**src/rtl/mem_access_sequencer.sv**
```systemverilog
// mem_access_sequencer: sole master of the RAM block. It latches one CPU
// request per handshake and drives the RAM's level-sensitive strobes in a
// SETUP -> STROBE -> RECOVER sequence, then returns a one-cycle response.
module mem_access_sequencer #(
    parameter int unsigned adlines     = 8,
    parameter int unsigned datalines   = 16,
    parameter int unsigned ramsize     = 256,
    parameter int unsigned WAIT_CYCLES = 2
) (
    input  logic                 clk,
    input  logic                 reset,
    input  logic                 req_valid,
    output logic                 req_ready,
    input  logic                 req_write,
    input  logic [adlines-1:0]   req_addr,
    input  logic [datalines-1:0] req_wdata,
    output logic                 rsp_valid,
    output logic                 rsp_err,
    output logic [datalines-1:0] rsp_rdata,
    output logic [adlines-1:0]   ram_address,
    output logic [datalines-1:0] ram_datain,
    output logic                 ram_read,
    output logic                 ram_write,
    input  logic [datalines-1:0] ram_dataout
);

    localparam int unsigned CNT_W = 4;

    typedef enum logic [2:0] {
        IDLE    = 3'd0,
        SETUP   = 3'd1,
        STROBE  = 3'd2,
        RECOVER = 3'd3,
        RESP    = 3'd4,
        ERR     = 3'd5
    } state_t;

    state_t               state;
    state_t               state_n;
    logic [CNT_W-1:0]     cnt;
    logic [CNT_W-1:0]     cnt_n;
    logic                 wr;
    logic                 wr_n;
    logic                 req_ready_n;
    logic                 rsp_valid_n;
    logic                 rsp_err_n;
    logic [datalines-1:0] rsp_rdata_n;
    logic [adlines-1:0]   ram_address_n;
    logic [datalines-1:0] ram_datain_n;
    logic                 ram_read_n;
    logic                 ram_write_n;
    logic                 addr_legal_c;

    // Range check widened so ramsize equal to 2**adlines compares correctly
    assign addr_legal_c = (32'(req_addr) < ramsize);

    // Next-state and next-output logic; every output is derived from the
    // state being entered so that all outputs come straight from flops
    always_comb begin
        state_n       = state;
        cnt_n         = cnt;
        wr_n          = wr;
        rsp_rdata_n   = rsp_rdata;
        ram_address_n = ram_address;
        ram_datain_n  = ram_datain;

        case (state)
            IDLE: begin
                if (req_valid && req_ready) begin
                    wr_n = req_write;
                    if (addr_legal_c) begin
                        state_n       = SETUP;
                        ram_address_n = req_addr;
                        ram_datain_n  = req_wdata;
                    end else begin
                        state_n = ERR;
                    end
                end
            end
            SETUP: begin
                state_n = STROBE;
                cnt_n   = CNT_W'(WAIT_CYCLES - 1);
            end
            STROBE: begin
                if (cnt == '0) begin
                    state_n = RECOVER;
                    if (!wr) begin
                        rsp_rdata_n = ram_dataout;
                    end
                end else begin
                    cnt_n = cnt - CNT_W'(1);
                end
            end
            RECOVER: begin
                state_n = RESP;
                if (wr) begin
                    rsp_rdata_n = '0;
                end
            end
            RESP:    state_n = IDLE;
            ERR:     state_n = IDLE;
            default: state_n = IDLE;
        endcase

        if (state_n == ERR) begin
            rsp_rdata_n = '0;
        end

        req_ready_n = (state_n == IDLE);
        rsp_valid_n = (state_n == RESP) || (state_n == ERR);
        rsp_err_n   = (state_n == ERR);
        ram_read_n  = (state_n == STROBE) && !wr_n;
        ram_write_n = (state_n == STROBE) && wr_n;
    end

    // State, counter and registered outputs with synchronous reset
    always_ff @(posedge clk) begin
        if (reset) begin
            state       <= IDLE;
            cnt         <= '0;
            wr          <= 1'b0;
            req_ready   <= 1'b0;
            rsp_valid   <= 1'b0;
            rsp_err     <= 1'b0;
            rsp_rdata   <= '0;
            ram_address <= '0;
            ram_datain  <= '0;
            ram_read    <= 1'b0;
            ram_write   <= 1'b0;
        end else begin
            state       <= state_n;
            cnt         <= cnt_n;
            wr          <= wr_n;
            req_ready   <= req_ready_n;
            rsp_valid   <= rsp_valid_n;
            rsp_err     <= rsp_err_n;
            rsp_rdata   <= rsp_rdata_n;
            ram_address <= ram_address_n;
            ram_datain  <= ram_datain_n;
            ram_read    <= ram_read_n;
            ram_write   <= ram_write_n;
        end
    end

endmodule

```
**config.mk**
```make
export PLATFORM = sky130hd
export DESIGN_NAME = mem_access_sequencer
export DESIGN_NICKNAME = d
export VERILOG_FILES = /design/src/rtl/mem_access_sequencer.sv
export SDC_FILE = /design/constraint.sdc
export NUM_CORES = 1
export LEC_CHECK = 0
export BUFFER_PORTS_ARGS = -buffer_cell sky130_fd_sc_hd__buf_2
export CORE_MARGIN = 5
export CORE_UTILIZATION = 35
export DETAILED_ROUTE_END_ITERATION = 8
export GPL_TIMING_DRIVEN = 0
export SYNTH_ARGS = -nofsm -noshare
export SYNTH_HDL_FRONTEND = slang
export SYNTH_SLANG_ARGS = --single-unit
```
**constraint.sdc**
```tcl
create_clock -name clk -period 1.5 [get_ports clk]
set_input_delay 0.15 -clock clk [delete_from_list [all_inputs] [get_ports clk]]
set_output_delay 0.15 -clock clk [all_outputs]
set_load 0.01 [all_outputs]
```
# ---- Word level (Yosys, flattened, before mapping)
# Cells that the tools add are included.
dict set report word_totals {
  regBits 53
  output_inout_bits 45
}
dict set report op_classes {
  eq_ne 10
  mux 11
  n_addsub 1
  reduce_logical 14
}
# op n
set ops {}
lappend ops {{16-bit two-way mux} 3}
lappend ops {{16-bit one-hot mux with 2 select lines} 1}
lappend ops {{3-bit one-hot mux with 4 select lines} 1}
lappend ops {{3-bit by 2-bit == test with 1-bit output (second input constant)} 3}
lappend ops {{2-bit inequality test (second input constant)} 4}
lappend ops {{4-bit one-hot mux with 2 select lines} 1}
lappend ops {{3-bit == test (second input constant)} 2}
lappend ops {{3-bit zero test} 2}
lappend ops {{3-bit two-way mux} 2}
lappend ops {{4-bit zero test} 1}
lappend ops {{4-bit two-way mux} 1}
lappend ops {{2-bit AND reduction} 2}
lappend ops {{4-bit AND reduction} 1}
lappend ops {{2-bit nonzero test} 2}
lappend ops {{4-bit by 1-bit subtractor with 4-bit output (second input constant)} 1}
lappend ops {{3-bit by 1-bit == test with 1-bit output (second input constant)} 1}
lappend ops {{1-bit logical AND} 3}
lappend ops {{1-bit two-way mux} 2}
lappend ops {{2-bit OR reduction} 1}
lappend ops {{1-bit zero test} 1}
lappend ops {{1-bit logical OR} 1}

# ---- Logic depth before layout (Yosys ltp)
# Gate-level depths: netlist of run 1.
dict set report depth {
  word_depth 5
  mapped_depth 6
  depth_no_buf 5
}

# ---- Worst setup path after synthesis of run 1
# Ideal clock, no wire load.
dict set report synth_path {
  path_kind {reg-to-reg}
  start {reg cnt[0]}
  end {reg rsp_rdata[0]}
  setup_time_ps 72
  t_arrival_ps 1550
  required_time_ps 1428
  n_path_buf 1
  slack_ps -121
  synth_period_minus_slack_ps 1621
  stages_incl_launch_ff 7
  cell_sequence {dfxtp_1 inv_1 ha_1 nor3b_2 o2111ai_2 buf_6 mux2i_1}
}
dict set report synth_via {
  elab_chain_cells 5
  word_cells_on_any_way 7
}
# element line_no
set synth_lines {}
lappend synth_lines {{start, declared} 40} ;# logic [CNT_W-1:0] cnt;
lappend synth_lines {{start signal, assigned} 132} ;# cnt <= cnt_n;
lappend synth_lines {{4-bit zero test (*)} 85} ;# if (cnt == '0) begin
lappend synth_lines {{3-bit two-way mux} 85}
lappend synth_lines {{3-bit one-hot mux with 4 select lines} 67} ;# case (state)
lappend synth_lines {{3-bit == test} 105} ;# if (state_n == ERR) begin
lappend synth_lines {{2-bit OR reduction (no source line)} n/a}
lappend synth_lines {{end signal, assigned} 137} ;# rsp_rdata <= rsp_rdata_n;
lappend synth_lines {{end, declared} 19} ;# output logic [datalines-1:0] rsp_rdata,
# Mark *: on every way between the ends. The rest lies on a longest branch, timed or not.
# A chain may end at the register's enable or synchronous reset.

# ---- Worst setup path in the final report of run 1
dict set report layout_path {
  start {reg cnt[0]}
  end {reg cnt[3]}
}
dict set report layout_via {
  elab_chain_cells 3
  word_cells_on_any_way 6
}
# element line_no
set layout_lines {}
lappend layout_lines {{4-bit by 1-bit subtractor with 4-bit output / 4-bit zero test (equally long branches)} {91, 85}}
lappend layout_lines {{4-bit two-way mux / 2-bit inequality test (equally long branches)} n/a}
lappend layout_lines {{4-bit one-hot mux with 2 select lines / 2-bit AND reduction (equally long branches)} n/a}
# Several ways; a longest one is shown, not always the timed one. The select of a mux whose other input is x is not followed.

==> reports/metrics.cfg, run 1 <==
[status]
status = finished, violations left
violations = negative setup slack

[clocking]
cts_max_path_buffers = 2
clk_pin_slew_worst_paths_ns = 0.10
cts.sinks = 53
root_buffer = clkbuf_8
clk_latency_ns = 0.31
cts_tree = built
cts_buffers = 5
htree_num_levels = 2

[routing]
dr_total_vias = 2102
drtIter0Drc = 85
ant_nets = 0
drc = 0
firstDrtPassIters = 4
vias_per_cell = 4.98
wl_per_cell_microns = 14.2
wl_mm = 5.98

[sta]
hold_violations = 0
slew_violations = 0
finClkSkew_ns = 0.00768
post-route-min-period_ns = 1.53
setup_tns_ns = -0.0372
finalWorstSetupSlack_ns = -0.0342
setup_violations = 2
rsz0062_at_grt = true
fmax_ghz = 0.652
period_share_pct = 102

[final_layout]
synthToLayoutAreaGrowth_pct = 32.4
n_fill_cell = 655
finalInstanceArea_sq_mm = 0.00307
layout.nets = 389
final_common_cell = buf_2
regArea_sq_mm = 0.00106
multi_input_area_sq_mm = 0.00113
final_layout_size_suffix_gt1_share_pct = 38.8
mostFrequentLayoutCells = buf_2, dfxtp_1, a21oi_1, nand3_1, nand2b_1
antenna_cells = 0
finish.utilization_pct = 48.1

[synth]
synthTopCellsByArea = dfxtp_1, mux2i_1, a21oi_1
netlist-cell-type-count = 40
yosysWarnings = 0
syn_area_sq_mm = 0.00232
synth_cells = 245
ys_ff_latch = 53
synth.top_cell.area_share_pct = 45.7
synth_edf_count = 0
yosysSeqAreaShare_pct = 45.7
synth_nets = 290
yosys.area.top_type = dfxtp_1
synthArstFlopShare_pct = 0
synth.avg_cell_area_sq_um = 9.47
synth_flop_cell = dfxtp_1

[die]
die_width_microns = 91.4
rows = 29
die_h_microns = 91.4
core_sq_mm = 0.00639
dieArea_sq_mm = 0.00836
start_util_pct = 36.3
ioPinCount = 89

[critical_path]
reg2reg_slack_ns = -0.03
crit_required_ns = 1.71
crit_fanout = 3
reg2regPathDepth = 4
r2r-start = cnt[0]
crit_start = cnt[0]
r2r-end = cnt[3]
start_kind = flip-flop
crit_type = flip-flop to flip-flop
arrival_ns = 1.74
worstSetupEndpoint = cnt[3]
cp-end-kind = flip-flop

[power_and_ir_drop]
vdd_drop_max_mv = 0.525
p_sw_mw = 1.19
clkPwrFrac_pct = 22.7
p_leak_nw = 1.41
switching_share_pct = 31.8
p_per_area_mw_per_mm2 = 1220
pwr-share-seq_pct = 44.1
p_total_mw = 3.74
p_int_mw = 2.55
p_comb_share_pct = 33.2

[placed_design]
dpl-instance-area_sq_mm = 0.00287
port_buffers = 86
place_hpwl_mm = 4.30
preCtsSetupSlack_ns = -0.188
gp_congestion = 0.736

[run]
maxCapViolCount = 0

[min_path]
hold_class = input port to flip-flop

[grt]
antenna_found_initial = 0
grt_usage_pct = 13.7
overflow = 0
grt_pass1_wl_mm = 9.73
grt_pass1_vias = 1974
grt_max_degree = 17

timing repair:
item                       CTS  global route
buffers inserted             4             2
pin swaps                    3             5
setup endpoints to repair   36            40
hold buffers                 0             0
cloned                       0             1
resized for setup            6             9
worst min-delay path by stage:
| stage | startpoint | to | slack [ns] | depth (start not counted) |
|---|---|---|---|---|
| after floorplan | req_addr[2] | ram_address[2] | 0.30 | 2 |
| after global placement | req_wdata[13] | ram_datain[13] | 0.41 | 3 |
| after detailed placement | req_wdata[10] | ram_datain[10] | 0.41 | 3 |
| after CTS | req_wdata[10] | ram_datain[10] | 0.08 | 3 |
| after global routing | req_addr[3] | ram_address[3] | 0.08 | 3 |
| final | req_wdata[10] | ram_datain[10] | 0.08 | 3 |
final cells by class:
type                    count  share of cell area (%)
inverters                   5                   0.611
flip-flops and latches     53                    34.7
repair buffers             93                    16.5
clock buffers               6                    2.69
multi-input cells         164                    36.9
plain buffers              22                    5.01
well taps                  77                    3.14
clock inverters             2                   0.448
cells in the mapped netlist (2+ instances only):
cell type and n:
nor2_1 2, nor4_1 3, inv_1 4, clkbuf_1 9, a21oi_1 26, or4_1 2
mux2i_1 16, nand3_1 25, buf_1 2, o21ai_1 19, o21ai_0 6, dfxtp_1 53
and3_1 2, nor3b_1 2, xnor2_1 2, nand3b_1 17, nor3_1 2, nand2b_1 20
o21ba_2 2, buf_2 3, nor4b_1 2, buf_6 8
state kept, by name, indices dropped and copies added (netlist names):
| name | flops |
|---|---|
| rsp_rdata | 16 |
| state | 3 |
| wr | 1 |
| req_ready | 1 |
| ram_datain | 16 |
| ram_write | 1 |
| ram_address | 8 |
| rsp_err | 1 |
| ram_read | 1 |
| cnt | 4 |
| rsp_valid | 1 |
metal layers:
metal | track usage, % | part of all wire (%)
met2 | 21.5 | 45
met3 | 4.05 | 6.7
met1 | 18.5 | 47
met5 | 0 | 0
met4 | 3.30 | 0.94
power groups by stage:
stage	clock network (mW)	registers (mW)	logic (mW)
after global placement	0	1.67	1.12
after global routing	0.941	1.67	1.36
after floorplan	0	1.72	0.751
final	0.849	1.65	1.24
after detailed placement	0	1.68	1.13
after CTS	0.877	1.65	1.17
cell families (layout without fill, tap and decap cells):
family                     after synthesis  count (layout)  synth area share [%]
other                                    1               1                 0.162
buffers and inverters                   28             128                  7.44
adders and majority gates                1               1                 0.539
DFF                                     53              53                  45.7
xor gates and xnor gates                 2               2                 0.755
and+or+nand+nor                         84              84                  23.7
muxes                                   17              17                  7.39
AOI/OAI and AO/OA                       59              59                  14.3
critical path, cell delays in order, from the launching register on:
cell and delay [ns]:
dfxtp_2 0.35, buf_4 0.13, or4_4 0.48, o31a_1 0.30
o21ba_2 0.19
through the flow:
stage / std cells / hold WS [ns]
floorplan: 245 / 0.298
global placement: 408 / 0.408
detailed placement: 408 / 0.409
CTS: 419 / 0.0758
global route: 422 / 0.0776
finish: 422 / 0.0812
(Power assumes the default switching activity.)
==> inputs of run 2 (changes only) <==
--- a/config.mk
+++ b/config.mk
@@ -6,10 +6,14 @@
 export NUM_CORES = 1
 export LEC_CHECK = 0
 export BUFFER_PORTS_ARGS = -buffer_cell sky130_fd_sc_hd__buf_2
+export CELL_PAD_IN_SITES_DETAIL_PLACEMENT = 1
+export CELL_PAD_IN_SITES_GLOBAL_PLACEMENT = 2
 export CORE_MARGIN = 5
-export CORE_UTILIZATION = 35
+export CORE_UTILIZATION = 25
 export DETAILED_ROUTE_END_ITERATION = 8
 export GPL_TIMING_DRIVEN = 0
+export HOLD_SLACK_MARGIN = 0.12
+export PLACE_DENSITY_LB_ADDON = 0.1
 export SYNTH_ARGS = -nofsm -noshare
 export SYNTH_HDL_FRONTEND = slang
 export SYNTH_SLANG_ARGS = --single-unit
==> reports/metrics.cfg, run 2 (synthesized netlist as in run 1, its figures left out) <==
[routing]
wl_per_cell_microns = 15.2  ; +7.2%
wl_mm = 7.53  ; +26%
vias_per_cell = 4.61  ; -7.5%
drtIter0Drc = 35  ; -59%
ant_nets = 0  ; unchanged
dr_total_vias = 2285  ; +8.7%
firstDrtPassIters = 4  ; unchanged
drc = 0  ; unchanged

[critical_path]
crit_required_ns = 1.68  ; -0.03 ns
crit_fanout = 5  ; +2
crit_type = flip-flop to flip-flop
start_kind = flip-flop
cp-end-kind = flip-flop
reg2reg_slack_ns = -0.02  ; +0.02 ns
arrival_ns = 1.69  ; -0.05 ns

[power_and_ir_drop]
vdd_drop_max_mv = 0.475  ; -9.5%
p_total_mw = 4.11  ; +9.8%
p_per_area_mw_per_mm2 = 1120  ; -7.9%
p_leak_nw = 1.61  ; +14%

[final_layout]
synthToLayoutAreaGrowth_pct = 57.8
final_layout_size_suffix_gt1_share_pct = 42.1  ; +3.2 points
antenna_cells = 0  ; unchanged
layout.nets = 430  ; +11%
mostFrequentLayoutCells = buf_2, dfxtp_1, dlygate4sd3_1, nand3_1, a21oi_1
reg_top3 = ram_datain x16, rsp_rdata x16, ram_address x8
final_common_cell = buf_2
finish.utilization_pct = 40.0  ; -8.1 points
finalInstanceArea_sq_mm = 0.00366  ; +19%
n_fill_cell = 1045  ; +60%

[die]
start_util_pct = 25.3  ; -11 points
die_width_microns = 106  ; +16%
die_h_microns = 106  ; +16%
ioPinCount = 89  ; unchanged
core_sq_mm = 0.00915  ; +43%
dieArea_sq_mm = 0.0113  ; +35%
rows = 35  ; +21%

[sta]
relSlewSlack_pct = 46.8
finalWorstSetupSlack_ns = -0.0162  ; +0.0180 ns
hold_violations = 0  ; unchanged
rsz0062_at_grt = true
post-route-min-period_ns = 1.52  ; -0.0180 ns
period_share_pct = 101  ; -1.2 points
tightest_slew_ns = 0.799
whs_ns = 0.133  ; +0.0514 ns
finClkSkew_ns = 0.0133  ; +0.00560 ns
slew_violations = 0  ; unchanged
setup_violations = 13  ; +11
fmax_ghz = 0.660  ; +1.2%

[status]
violations = negative setup slack
status = finished, violations left

[min_path]
hold_class = input port to flip-flop

[clocking]
cts_tree = built
clk_latency_ns = 0.30  ; about the same
root_buffer = clkbuf_8
cts_max_path_buffers = 2  ; unchanged
cts.sinks = 53  ; unchanged
cts_buffers = 5  ; unchanged
clk_pin_slew_worst_paths_ns = 0.10  ; about the same
htree_num_levels = 2  ; unchanged

[grt]
grt_pass1_vias = 2444  ; +24%
antenna_found_initial = 0  ; unchanged
grt_max_degree = 16  ; -1
grt_pass1_wl_mm = 12.3  ; +26%
overflow = 0  ; unchanged
grt_usage_pct = 13.4  ; -0.33 points

[placed_design]
gp_congestion = 0.722  ; -1.9%
preCtsSetupSlack_ns = -0.249  ; -0.0607 ns
port_buffers = 86  ; unchanged
dpl-instance-area_sq_mm = 0.00291  ; +1.5%
place_hpwl_mm = 5.04  ; +17%

[run]
maxCapViolCount = 0  ; unchanged

-- run 2: critical path, stage by stage (launching register included) --
cell     delay [ns]
dfxtp_1        0.35
or4b_4         0.57
buf_12         0.16
buf_16         0.13
o21ai_2        0.12
a21oi_2        0.07
-- run 2: path summary, 6_finish.rpt --
path | startpoint | to | cells after the start
worst max-delay path | state[1] | ram_datain[7] | 5
worst min register to register | ram_datain[6] | ram_datain[6] | 2
worst max register to register | state[1] | ram_datain[7] | 5
worst min-delay path | ram_dataout[4] | rsp_rdata[4] | 3
-- run 2: routing by layer --
metal  track usage [%]  vias to the layer above  part of all wire (%)
met5                 0                        -                     0
met1              18.8                     1074                    49
met2              21.4                       56                    45
li1                  -                     1153                     -
met4              2.50                        0                  0.54
met3              2.73                        2                   4.8
-- run 2: timing repair --
item                                    in CTS  in global routing
endpoints found under the hold margin       37                  0
gates resized for setup                     28                 21
endpoints found under the setup margin      44                 47
gates cloned                                 2                  0
setup buffers                                9                  1
pin swaps                                   18                 10
hold buffers                                37                  0
-- run 2: where the power goes --
| group | internal, mW | switching (mW) |
|---|---|---|
| Clock | 0.367 | 0.478 |
| Sequential | 1.56 | 0.104 |
| Combinational | 0.845 | 0.749 |
-- run 2: final cells by class --
class,count,area [sq um],share of cell area (%)
well taps,111,139,3.79
flip-flops and latches,53,1070,29.2
multi-input cells,164,1230,33.6
inverters,5,18.8,0.513
repair buffers,135,960,26.2
clock inverters,1,7.51,0.205
plain buffers,21,154,4.20
clock buffers,6,82.6,2.26
-- run 2: per-stage QoR --
| stage | setup TNS (ns) | std cells |
|---|---|---|
| final | -0.0651 | 496 |
| after global routing | -2.12 | 496 |
| after CTS | -0.114 | 495 |
| after detailed placement | -5.62 | 442 |
| after global placement | -4.80 | 442 |
| after floorplan | 0 | 245 |
==> inputs of run 3 (changes only) <==
--- a/config.mk
+++ b/config.mk
@@ -5,12 +5,12 @@
 export SDC_FILE = /design/constraint.sdc
 export NUM_CORES = 1
 export LEC_CHECK = 0
-export BUFFER_PORTS_ARGS = -buffer_cell sky130_fd_sc_hd__buf_2
 export CELL_PAD_IN_SITES_DETAIL_PLACEMENT = 1
 export CELL_PAD_IN_SITES_GLOBAL_PLACEMENT = 2
 export CORE_MARGIN = 5
-export CORE_UTILIZATION = 25
+export CORE_UTILIZATION = 32
 export DETAILED_ROUTE_END_ITERATION = 8
+export DONT_BUFFER_PORTS = 1
 export GPL_TIMING_DRIVEN = 0
 export HOLD_SLACK_MARGIN = 0.12
 export PLACE_DENSITY_LB_ADDON = 0.1
==> reports/metrics.cfg, run 3 (synthesized netlist as in run 1, its figures left out) <==
[sta]
post-route-min-period_ns = 1.53  ; +0.0103 ns
rsz0062_at_grt = true
fmax_ghz = 0.655  ; -0.67%
hold_violations = 0  ; unchanged
finalWorstSetupSlack_ns = -0.0265  ; -0.0103 ns
setup_violations = 17  ; +4
tightest_slew_ns = 0.748  ; -0.0508 ns
period_share_pct = 102  ; +0.69 points
slew_violations = 0  ; unchanged
relSlewSlack_pct = 50.1  ; +3.4 points
finClkSkew_ns = 0.00471  ; -0.00857 ns

[power_and_ir_drop]
p_per_area_mw_per_mm2 = 1210  ; +8.1%
p_leak_nw = 1.24  ; -23%
vdd_drop_max_mv = 0.518  ; +9.1%

[critical_path]
worstPathCellList = or4b_4 -> buf_8 -> o21ai_1 -> a21oi_1
crit_path_top_delay_cell = or4b_4
r2r-start = state[0]
reg2regPathDepth = 4  ; -1
cp-end-kind = flip-flop
crit_start = state[0]
cpPeakStageDelay_ns = 0.62  ; +0.05 ns
crit_required_ns = 1.68  ; about the same
worstSetupEndpoint = ram_address[5]
r2r-end = ram_address[5]
arrival_ns = 1.71  ; +0.02 ns
crit_fanout = 10  ; +5
reg2reg_slack_ns = -0.03  ; about the same
crit_type = flip-flop to flip-flop
start_kind = flip-flop

[clocking]
cts.sinks = 53  ; unchanged
cts_max_path_buffers = 2  ; unchanged
cts_tree = built
cts_buffers = 5  ; unchanged
root_buffer = clkbuf_8
clk_latency_ns = 0.31  ; about the same
htree_num_levels = 2  ; unchanged
clk_pin_slew_worst_paths_ns = 0.10  ; about the same

[final_layout]
final_layout_size_suffix_gt1_share_pct = 24.1  ; -18 points
final_common_cell = dfxtp_1
synthToLayoutAreaGrowth_pct = 39.3
finalInstanceArea_sq_mm = 0.00323  ; -12%
instances_no_fill = 406  ; -18%
multi_input_area_sq_mm = 0.00121  ; -1.8%
mostFrequentLayoutCells = dfxtp_1, dlygate4sd3_1, nand3_1, a21oi_1, nand2b_1
antenna_cells = 0  ; unchanged
reg_top3 = ram_datain x16, rsp_rdata x16, ram_address x8
n_fill_cell = 832  ; -20%
regArea_sq_mm = 0.00107  ; +0.23%
layout.nets = 351  ; -18%

[grt]
overflow = 0  ; unchanged
grt_max_degree = 17  ; +1
grt_pass1_vias = 2133  ; -13%
grt_usage_pct = 15.7  ; +2.3 points
antenna_found_initial = 0  ; unchanged
grt_pass1_wl_mm = 11.0  ; -10%

[routing]
drtIter0Drc = 74  ; +110%
firstDrtPassIters = 4  ; unchanged
wl_per_cell_microns = 17.4  ; +15%
drc = 0  ; unchanged
wl_mm = 7.08  ; -6.0%
vias_per_cell = 5.00  ; +8.4%
ant_nets = 0  ; unchanged
dr_total_vias = 2028  ; -11%

[placed_design]
port_buffers = 0  ; -100%
place_hpwl_mm = 4.51  ; -11%
gp_congestion = 0.681  ; -5.6%
dpl-instance-area_sq_mm = 0.00246  ; -15%
preCtsSetupSlack_ns = -0.191  ; +0.0583 ns
place_inst = 344  ; -22%

[status]
violations = negative setup slack
status = finished, violations left

[run]
maxCapViolCount = 0  ; unchanged

[die]
rows = 31  ; -11%
die_h_microns = 95.1  ; -11%
ioPinCount = 89  ; unchanged
dieArea_sq_mm = 0.00905  ; -20%
core_sq_mm = 0.00714  ; -22%
die_width_microns = 95.1  ; -11%
start_util_pct = 32.5  ; +7.2 points

[min_path]
hold_class = input port to flip-flop
holdPathStages = 3  ; unchanged

## run 3: per-layer routing
metal,global-route usage (%),vias up,wire (microns)
met5,0,-,0
met4,4.33,0,76
met3,4.50,6,420
met2,26.1,51,3510
met1,19.8,977,3080
li1,-,994,-
## run 3: metrics by stage
stage               TNS [ns]  util, %  power (mW)  hold slack [ns]
floorplan                  0        -        2.47            0.298
global placement       -3.61     34.5        2.68            0.300
detailed placement     -3.71     34.5        2.69            0.307
CTS                  -0.0621     43.3        3.83            0.240
global route           -2.53     45.3        4.18            0.258
finish                -0.289     45.3        3.92            0.248
## run 3: worst max-delay path, delay by kind of cell (launching register included)
family	cells	cell delay [ns]
flops	1	0.40
buf+inv	1	0.18
compound gates	2	0.20
simple gates	1	0.62
## run 3: worst min-delay path by stage
stage / from / to / slack, ns
after global placement: req_wdata[7] / ram_datain[7] / 0.30
after CTS: req_valid / ram_datain[4] / 0.24
after floorplan: req_addr[2] / ram_address[2] / 0.30
final: req_valid / ram_datain[0] / 0.25
after detailed placement: req_addr[0] / ram_address[0] / 0.31
after global routing: req_valid / ram_datain[4] / 0.26
## run 3: report_power, final
part	total, mW	switching [mW]	internal (mW)
clock network	0.874	0.498	0.376
registers	1.76	0.196	1.56
logic	1.28	0.586	0.696
## run 3: layout make-up
cell class | count | share of cell area, %
Multi-Input combinational cell | 165 | 37.4
Sequential cell | 53 | 33.2
Timing Repair Buffer | 55 | 17.3
Buffer | 21 | 4.76
Tap cell | 99 | 3.83
Clock buffer | 6 | 2.56
Inverter | 5 | 0.581
Clock inverter | 2 | 0.426
## run 3: what timing repair did
item,CTS,global route
endpoints found under the setup margin,42,44
endpoints found under the hold margin,41,0
pin swaps,7,13
setup buffers,9,3
cloned,1,2
gates resized for setup,13,29
hold buffers,41,0
